<file path="src/rtl/fpmul_pipe_if.sv">
// fpmul_pipe_if: operand/result valid-ready bus for fpmul_pipe.
interface fpmul_pipe_if #(
  parameter int EXP_W = 4,
  parameter int MAN_W = 8
) ();
  localparam int W = 1 + EXP_W + MAN_W;
  logic i_valid, o_ready, o_valid, i_ready, o_nan, o_ovf, o_unf;
  logic [W-1:0] i_data1, i_data2, o_mul;
  modport slave (
    input  i_valid, i_data1, i_data2, i_ready,
    output o_ready, o_valid, o_mul, o_nan, o_ovf, o_unf
  );
  modport master (
    output i_valid, i_data1, i_data2, i_ready,
    input  o_ready, o_valid, o_mul, o_nan, o_ovf, o_unf
  );
endinterface

</file>
<file path="src/rtl/fpmul_pipe.sv">
// fpmul_pipe: 3-stage pipelined floating-point multiplier with valid/ready flow control.
// Define FPMUL_PIPE_ROUND_EN for round-half-up; the default build truncates.
module fpmul_pipe #(
  parameter int EXP_W = 4,
  parameter int MAN_W = 8
) (
  input logic         i_clock,
  input logic         i_reset_n,
  fpmul_pipe_if.slave bus
);
  localparam int W  = 1 + EXP_W + MAN_W;
  localparam int M  = MAN_W;
  localparam int XW = EXP_W + 2;
  localparam logic signed [XW-1:0] BIAS = XW'((1 << (EXP_W - 1)) - 1);
  localparam logic signed [XW-1:0] EMAX = XW'((1 << EXP_W) - 1);
  localparam logic [W-1:0] NAN = {1'b1, {EXP_W{1'b1}}, 1'b1, {(M-1){1'b0}}};

  logic w_en;
  logic [EXP_W-1:0] w_e1, w_e2;
  logic [M-1:0] w_m1, w_m2;
  logic w_z1, w_z2, w_i1, w_i2, w_n1, w_n2;
  logic [2*M-1:0] w_p;
  logic w_unused;
  logic r_v1, r_s1, r_nan1, r_zero1, r_inf1;
  logic signed [XW-1:0] r_e1;
  logic [M+1:0] r_p1;
  logic w_norm, w_cy;
  logic [M-1:0] w_mn, w_mr, w_m;
  logic signed [XW-1:0] w_e;
  logic r_v2, r_s2, r_nan2, r_zero2, r_inf2;
  logic signed [XW-1:0] r_e2;
  logic [M-1:0] r_m2;
  logic w_le0, w_ge, w_zero, w_inf;
  logic [W-1:0] w_mul;
  logic r_v3, r_nan, r_ovf, r_unf;
  logic [W-1:0] r_mul;

  assign w_en        = ~r_v3 | bus.i_ready;
  assign bus.o_ready = w_en;
  assign bus.o_valid = r_v3;
  assign bus.o_mul   = r_mul;
  assign bus.o_nan   = r_nan;
  assign bus.o_ovf   = r_ovf;
  assign bus.o_unf   = r_unf;

  assign w_e1 = bus.i_data1[W-2:M];
  assign w_e2 = bus.i_data2[W-2:M];
  assign w_m1 = bus.i_data1[M-1:0];
  assign w_m2 = bus.i_data2[M-1:0];
  assign w_z1 = ~|w_e1;
  assign w_z2 = ~|w_e2;
  assign w_i1 = &w_e1 & ~|w_m1;
  assign w_i2 = &w_e2 & ~|w_m2;
  assign w_n1 = &w_e1 & |w_m1;
  assign w_n2 = &w_e2 & |w_m2;
  assign w_p  = (2*M)'(w_m1) * (2*M)'(w_m2);
  // only P[2M-1:M-2] can reach the result mantissa or round bit
  assign w_unused = ^w_p[M-3:0];

  assign w_norm = r_p1[M+1];
  assign w_mn   = w_norm ? r_p1[M+1:2] : r_p1[M:1];
`ifdef FPMUL_PIPE_ROUND_EN
  assign {w_cy, w_mr} = {1'b0, w_mn} + (M+1)'(w_norm ? r_p1[1] : r_p1[0]);
`else
  logic w_unused_rb;
  assign w_unused_rb  = r_p1[0];
  assign {w_cy, w_mr} = {1'b0, w_mn};
`endif
  assign w_m = w_cy ? {1'b1, {(M-1){1'b0}}} : w_mr;
  assign w_e = r_e1 + XW'(w_norm) + XW'(w_cy);

  assign w_le0  = r_e2[XW-1] | ~|r_e2;
  assign w_ge   = r_e2 >= EMAX;
  assign w_zero = r_zero2 | w_le0;
  assign w_inf  = r_inf2 | w_ge;
  assign w_mul  = r_nan2 ? NAN :
                  w_zero ? {r_s2, {(W-1){1'b0}}} :
                  w_inf  ? {r_s2, {EXP_W{1'b1}}, {M{1'b0}}} :
                           {r_s2, r_e2[EXP_W-1:0], r_m2};

  always_ff @(posedge i_clock) begin
    if (!i_reset_n) begin
      r_v1  <= 1'b0;
      r_v2  <= 1'b0;
      r_v3  <= 1'b0;
      r_mul <= '0;
      r_nan <= 1'b0;
      r_ovf <= 1'b0;
      r_unf <= 1'b0;
    end else if (w_en) begin
      r_v1    <= bus.i_valid;
      r_s1    <= bus.i_data1[W-1] ^ bus.i_data2[W-1];
      r_nan1  <= w_n1 | w_n2 | (w_i1 & w_z2) | (w_i2 & w_z1);
      r_zero1 <= w_z1 | w_z2;
      r_inf1  <= w_i1 | w_i2;
      r_e1    <= XW'(w_e1) + XW'(w_e2) - BIAS;
      r_p1    <= w_p[2*M-1:M-2];
      r_v2    <= r_v1;
      r_s2    <= r_s1;
      r_nan2  <= r_nan1;
      r_zero2 <= r_zero1;
      r_inf2  <= r_inf1;
      r_e2    <= w_e;
      r_m2    <= w_m;
      r_v3    <= r_v2;
      if (r_v2) begin
        r_mul <= w_mul;
        r_nan <= r_nan2;
        r_unf <= ~r_nan2 & ~r_zero2 & w_le0;
        r_ovf <= ~r_nan2 & ~w_zero & ~r_inf2 & w_ge;
      end
    end
  end
endmodule

</file>
<file path="src/flat_wrapper.sv">
// flat-port wrapper written by rule: the top's interface ports become plain ports
module fpmul_pipe_flat 
#(
  parameter int EXP_W = 4,
  parameter int MAN_W = 8
)
  (i_clock, i_reset_n, bus_i_valid, bus_i_data1, bus_i_data2, bus_i_ready, bus_o_ready, bus_o_valid, bus_o_mul, bus_o_nan, bus_o_ovf, bus_o_unf);
  fpmul_pipe_if #(.EXP_W(EXP_W), .MAN_W(MAN_W)) bus_i ();
  input logic i_clock;
  input logic i_reset_n;
  input wire logic [$bits(bus_i.i_valid)-1:0] bus_i_valid;
  input wire logic [$bits(bus_i.i_data1)-1:0] bus_i_data1;
  input wire logic [$bits(bus_i.i_data2)-1:0] bus_i_data2;
  input wire logic [$bits(bus_i.i_ready)-1:0] bus_i_ready;
  output wire logic [$bits(bus_i.o_ready)-1:0] bus_o_ready;
  output wire logic [$bits(bus_i.o_valid)-1:0] bus_o_valid;
  output wire logic [$bits(bus_i.o_mul)-1:0] bus_o_mul;
  output wire logic [$bits(bus_i.o_nan)-1:0] bus_o_nan;
  output wire logic [$bits(bus_i.o_ovf)-1:0] bus_o_ovf;
  output wire logic [$bits(bus_i.o_unf)-1:0] bus_o_unf;
  assign bus_i.i_valid = bus_i_valid;
  assign bus_i.i_data1 = bus_i_data1;
  assign bus_i.i_data2 = bus_i_data2;
  assign bus_i.i_ready = bus_i_ready;
  assign bus_o_ready = bus_i.o_ready;
  assign bus_o_valid = bus_i.o_valid;
  assign bus_o_mul = bus_i.o_mul;
  assign bus_o_nan = bus_i.o_nan;
  assign bus_o_ovf = bus_i.o_ovf;
  assign bus_o_unf = bus_i.o_unf;
  fpmul_pipe #(.EXP_W(EXP_W), .MAN_W(MAN_W)) u_core (.i_clock(i_clock), .i_reset_n(i_reset_n), .bus(bus_i));
endmodule
</file>
<file path="config.mk">
export PLATFORM = sky130hd
export DESIGN_NAME = fpmul_pipe_flat
export DESIGN_NICKNAME = d
export VERILOG_FILES = /design/src/rtl/fpmul_pipe_if.sv /design/src/rtl/fpmul_pipe.sv /design/src/flat_wrapper.sv
export SDC_FILE = /design/constraint.sdc
export NUM_CORES = 1
export LEC_CHECK = 0
export ABC_CLOCK_PERIOD_IN_PS = 5700
export BUFFER_PORTS_ARGS = -buffer_cell sky130_fd_sc_hd__buf_4
export CORE_MARGIN = 2
export CORE_UTILIZATION = 30
export CTS_CLUSTER_SIZE = 14
export DETAILED_ROUTE_END_ITERATION = 12
export PLACE_DENSITY = 0.55
export SETUP_SLACK_MARGIN = 0.2
export SYNTH_ARGS = -nofsm -noshare
export SYNTH_HDL_FRONTEND = slang
export SYNTH_SLANG_ARGS = --single-unit
</file>
<file path="constraint.sdc">
create_clock -name i_clock -period 5.7 [get_ports i_clock]
set_clock_uncertainty 0.2 [all_clocks]
set_input_delay 0.57 -clock i_clock [delete_from_list [all_inputs] [get_ports i_clock]]
set_output_delay 0.57 -clock i_clock [all_outputs]
set_load 0.01 [all_outputs]
</file>
==> results_dict.tcl <==
set metrics [dict create \
    path_delay_family "adder cells" \
    gp_congestion 0.8231 \
    hold_buffers 0 \
    cts_tree "done" \
    routed_via_density 4.515 \
    final_cell_count_no_fill 617 \
    crit_path_top_delay_cell "fa_1" \
    yosys.area.top_type_share 0.2620 \
    drt-initial-drc-count 100 \
    drive_above_1_share 0.1739 \
    r2r_slack_ps 3650 \
    antenna_found_initial 0 \
    synth_edf_count 37 \
    worst_setup_path_start_kind "primary input" \
    synth_seq_area_share 0.3517 \
    crit_path_end "u_core.r_p1[9]" \
    remaining_drc_errors 0 \
    crit_cells 13 \
    endpoint_kind "flop" \
    wire_per_inst_um 12.33 \
    grt_pass1_vias 2862 \
    synthCells 392 \
    worstMarginPinSlew_ps 471.4 \
    max_freq_mhz 225.2 \
    synth_area_leaders "edfxtp_1, fa_1, ha_1" \
    htreeDepth 2 \
    synth_cell_types 47 \
    status "completed" \
    cellPowerDensity_nw_per_um2 301.6 \
    arrival_ps 4280 \
    r2r-end "u_core.bus.o_mul[9]" \
    cp-startpoint "bus_i_data1[5]" \
    track_usage 0.1096 \
    hp-class "flop to flop" \
    setup_viol 0 \
    relSlewSlack 0.6828 \
    r2r_cells 5 \
    antenna_cells 0 \
    clock_latency_ps 290 \
    fin_nets 542 \
    drtAntennaViolNets 0 \
    cp_cell_sequence "buf_4 -> and2_1 -> fa_1 -> inv_1 -> fa_1 -> fa_1 -> inv_1 -> fa_1 -> ha_1 -> nand3_1 -> o32a_1 -> a31oi_1 -> xnor2_1" \
    yosysWarnings 0 \
    cts.repair.resized 0 \
    ctsLongestPathBuffers 2 \
    grt_pass1_wl_mm 13.29 \
    first_pass_iters 4 \
    hpwl_mm 6.182 \
    worst_slack_ps 1260 \
    required_ps 5540 \
    synthToLayoutAreaGrowth_pct 16.38 \
    port_buffers 47 \
    syn_area_um2 4240 \
    die_area_um2 15100 \
    pre_cts_ws_ps 951.3 \
    path_buf_inv 3 \
    grt_max_degree 38 \
    initial_core_util 0.3067 \
    die_h_um 122.9 \
    yosys_register_bits 56 \
    synth_nets 498 \
    tns_ps 0 \
    final_max_slew_viol_count 0 \
    crit_fanout 9 \
    syn_avg_cell_area_um2 10.82 \
    final_cell_mix "inv_1, buf_4, ha_1" \
    cts_root_buf "clkbuf_16" \
    cts_inserted_buffers 5 \
    finalHoldViolations 0 \
    std_cell_rows 43 \
    reg2reg_from "u_core.bus.o_valid" \
    wl_mm 7.607 \
    cts.sinks 56 \
    max-vdd-ir-drop_uv 126.7 \
    pin_count 48 \
    ys.flop_type "edfxtp_1" \
    post-cts-setup-buffers 0 \
    power_uw 1489 \
    core-area_um2 13830 \
    rsz0062_at_grt "false" \
    min_period_ps 4440 \
    period_share 0.7790 \
    vias 2786 \
    post-synth-top-area-cell "edfxtp_1" \
    die_x_um 122.9 \
    slowest_delay_ps 550 \
    synthArstFlopShare 0 \
    clk_pin_slew_ps 70 \
    crit_type "primary input to flop" \
    overflow 0 \
    maxCapViolCount 0 \
    p_leak_uw 0.002173 \
    final_util 0.3569 \
    dp_cells 609 \
    crit_top_cell "fa_1" \
]
==> cells by family (layout without fill, tap and decap cells) <==
kind of cell / after synthesis / after routing / share of synthesized area
AO/OA/AOI/OAI: 60 / 60 / 0.09501
XOR/XNOR: 18 / 18 / 0.03718
adder cells (fa/ha/maj): 76 / 76 / 0.2880
buffers and inverters: 59 / 104 / 0.05252
flip-flops: 56 / 56 / 0.3517
multiplexers: 8 / 8 / 0.02095
AND/OR/NAND/NOR: 115 / 115 / 0.1546
==> report_power, final <==
group | switching, uW | internal, uW | total (uW)
Sequential | 29.0 | 543 | 572
Clock | 136 | 167 | 303
Combinational | 331 | 282 | 613
==> worst reg2reg max path, stage by stage, from the launching register on <==
cell and delay [ps]:
dfxtp_1 310, nand2b_1 230, nand2_1 330, nor3b_1 520, o21ai_0 180, a21boi_0 200
==> worst min-delay path by stage <==
stage | from | to | slack (ps) | depth (start not counted)
final | u_core.r_s1 | u_core.r_s2 | 220 | 0
after global routing | u_core.r_s1 | u_core.r_s2 | 230 | 0
after CTS | u_core.r_s1 | u_core.r_s2 | 220 | 0
after detailed placement | u_core.r_s1 | u_core.r_s2 | 210 | 0
after global placement | u_core.r_s1 | u_core.r_s2 | 210 | 0
after floorplan | u_core.r_inf1 | u_core.r_inf2 | 200 | 0
==> per-stage QoR <==
stage	hold WS (ps)	instance area, um^2
3_3_place_gp	206.1	4783
2_1_floorplan	200.3	4240
3_5_place_dp	205.6	4783
5_1_grt	233.9	4935
4_1_cts	224.6	4935
6_report	223.6	4935
==> state kept, by name (all words and copies together) (netlist names), 6 cells and up <==
register / count
u_core.r_m2: 8
u_core.r_e2: 6
u_core.r_e1: 6
u_core.bus.o_mul: 13
u_core.r_p1: 9
==> layout make-up <==
type	count	area (um^2)
sequential	56	1491
inverter	48	180.2
clock inverter	3	26.28
multi-input combinational	277	2526
clock buffer	5	125.1
fill	1401	8892
tap	180	225.2
timing repair buffer	48	360.3
==> layer usage <==
metal	share of wire	vias up	GRT usage
met3	0.043	8	0.01476
met1	0.50	1285	0.1498
li1	-	1430	-
met5	0	-	0
met4	0.016	0	0.03305
met2	0.44	63	0.1809
==> synth_stat cells, types with 3 or more instances <==
cell and n:
a21boi_0 6, a21oi_1 19, a22o_1 7, and2_1 38, and2_2 10, and3_1 3, clkbuf_1 10, dfxtp_1 19
edfxtp_1 37, fa_1 36, ha_1 40, inv_1 48, mux2_2 7, nand2_1 21, nand2b_1 3, nand3_1 5
nand4_1 4, nor2_1 9, nor2b_1 5, nor3_1 3, nor4_1 7, o21ai_0 7, xnor2_1 12, xor2_1 6
(Power assumes the default switching activity.)
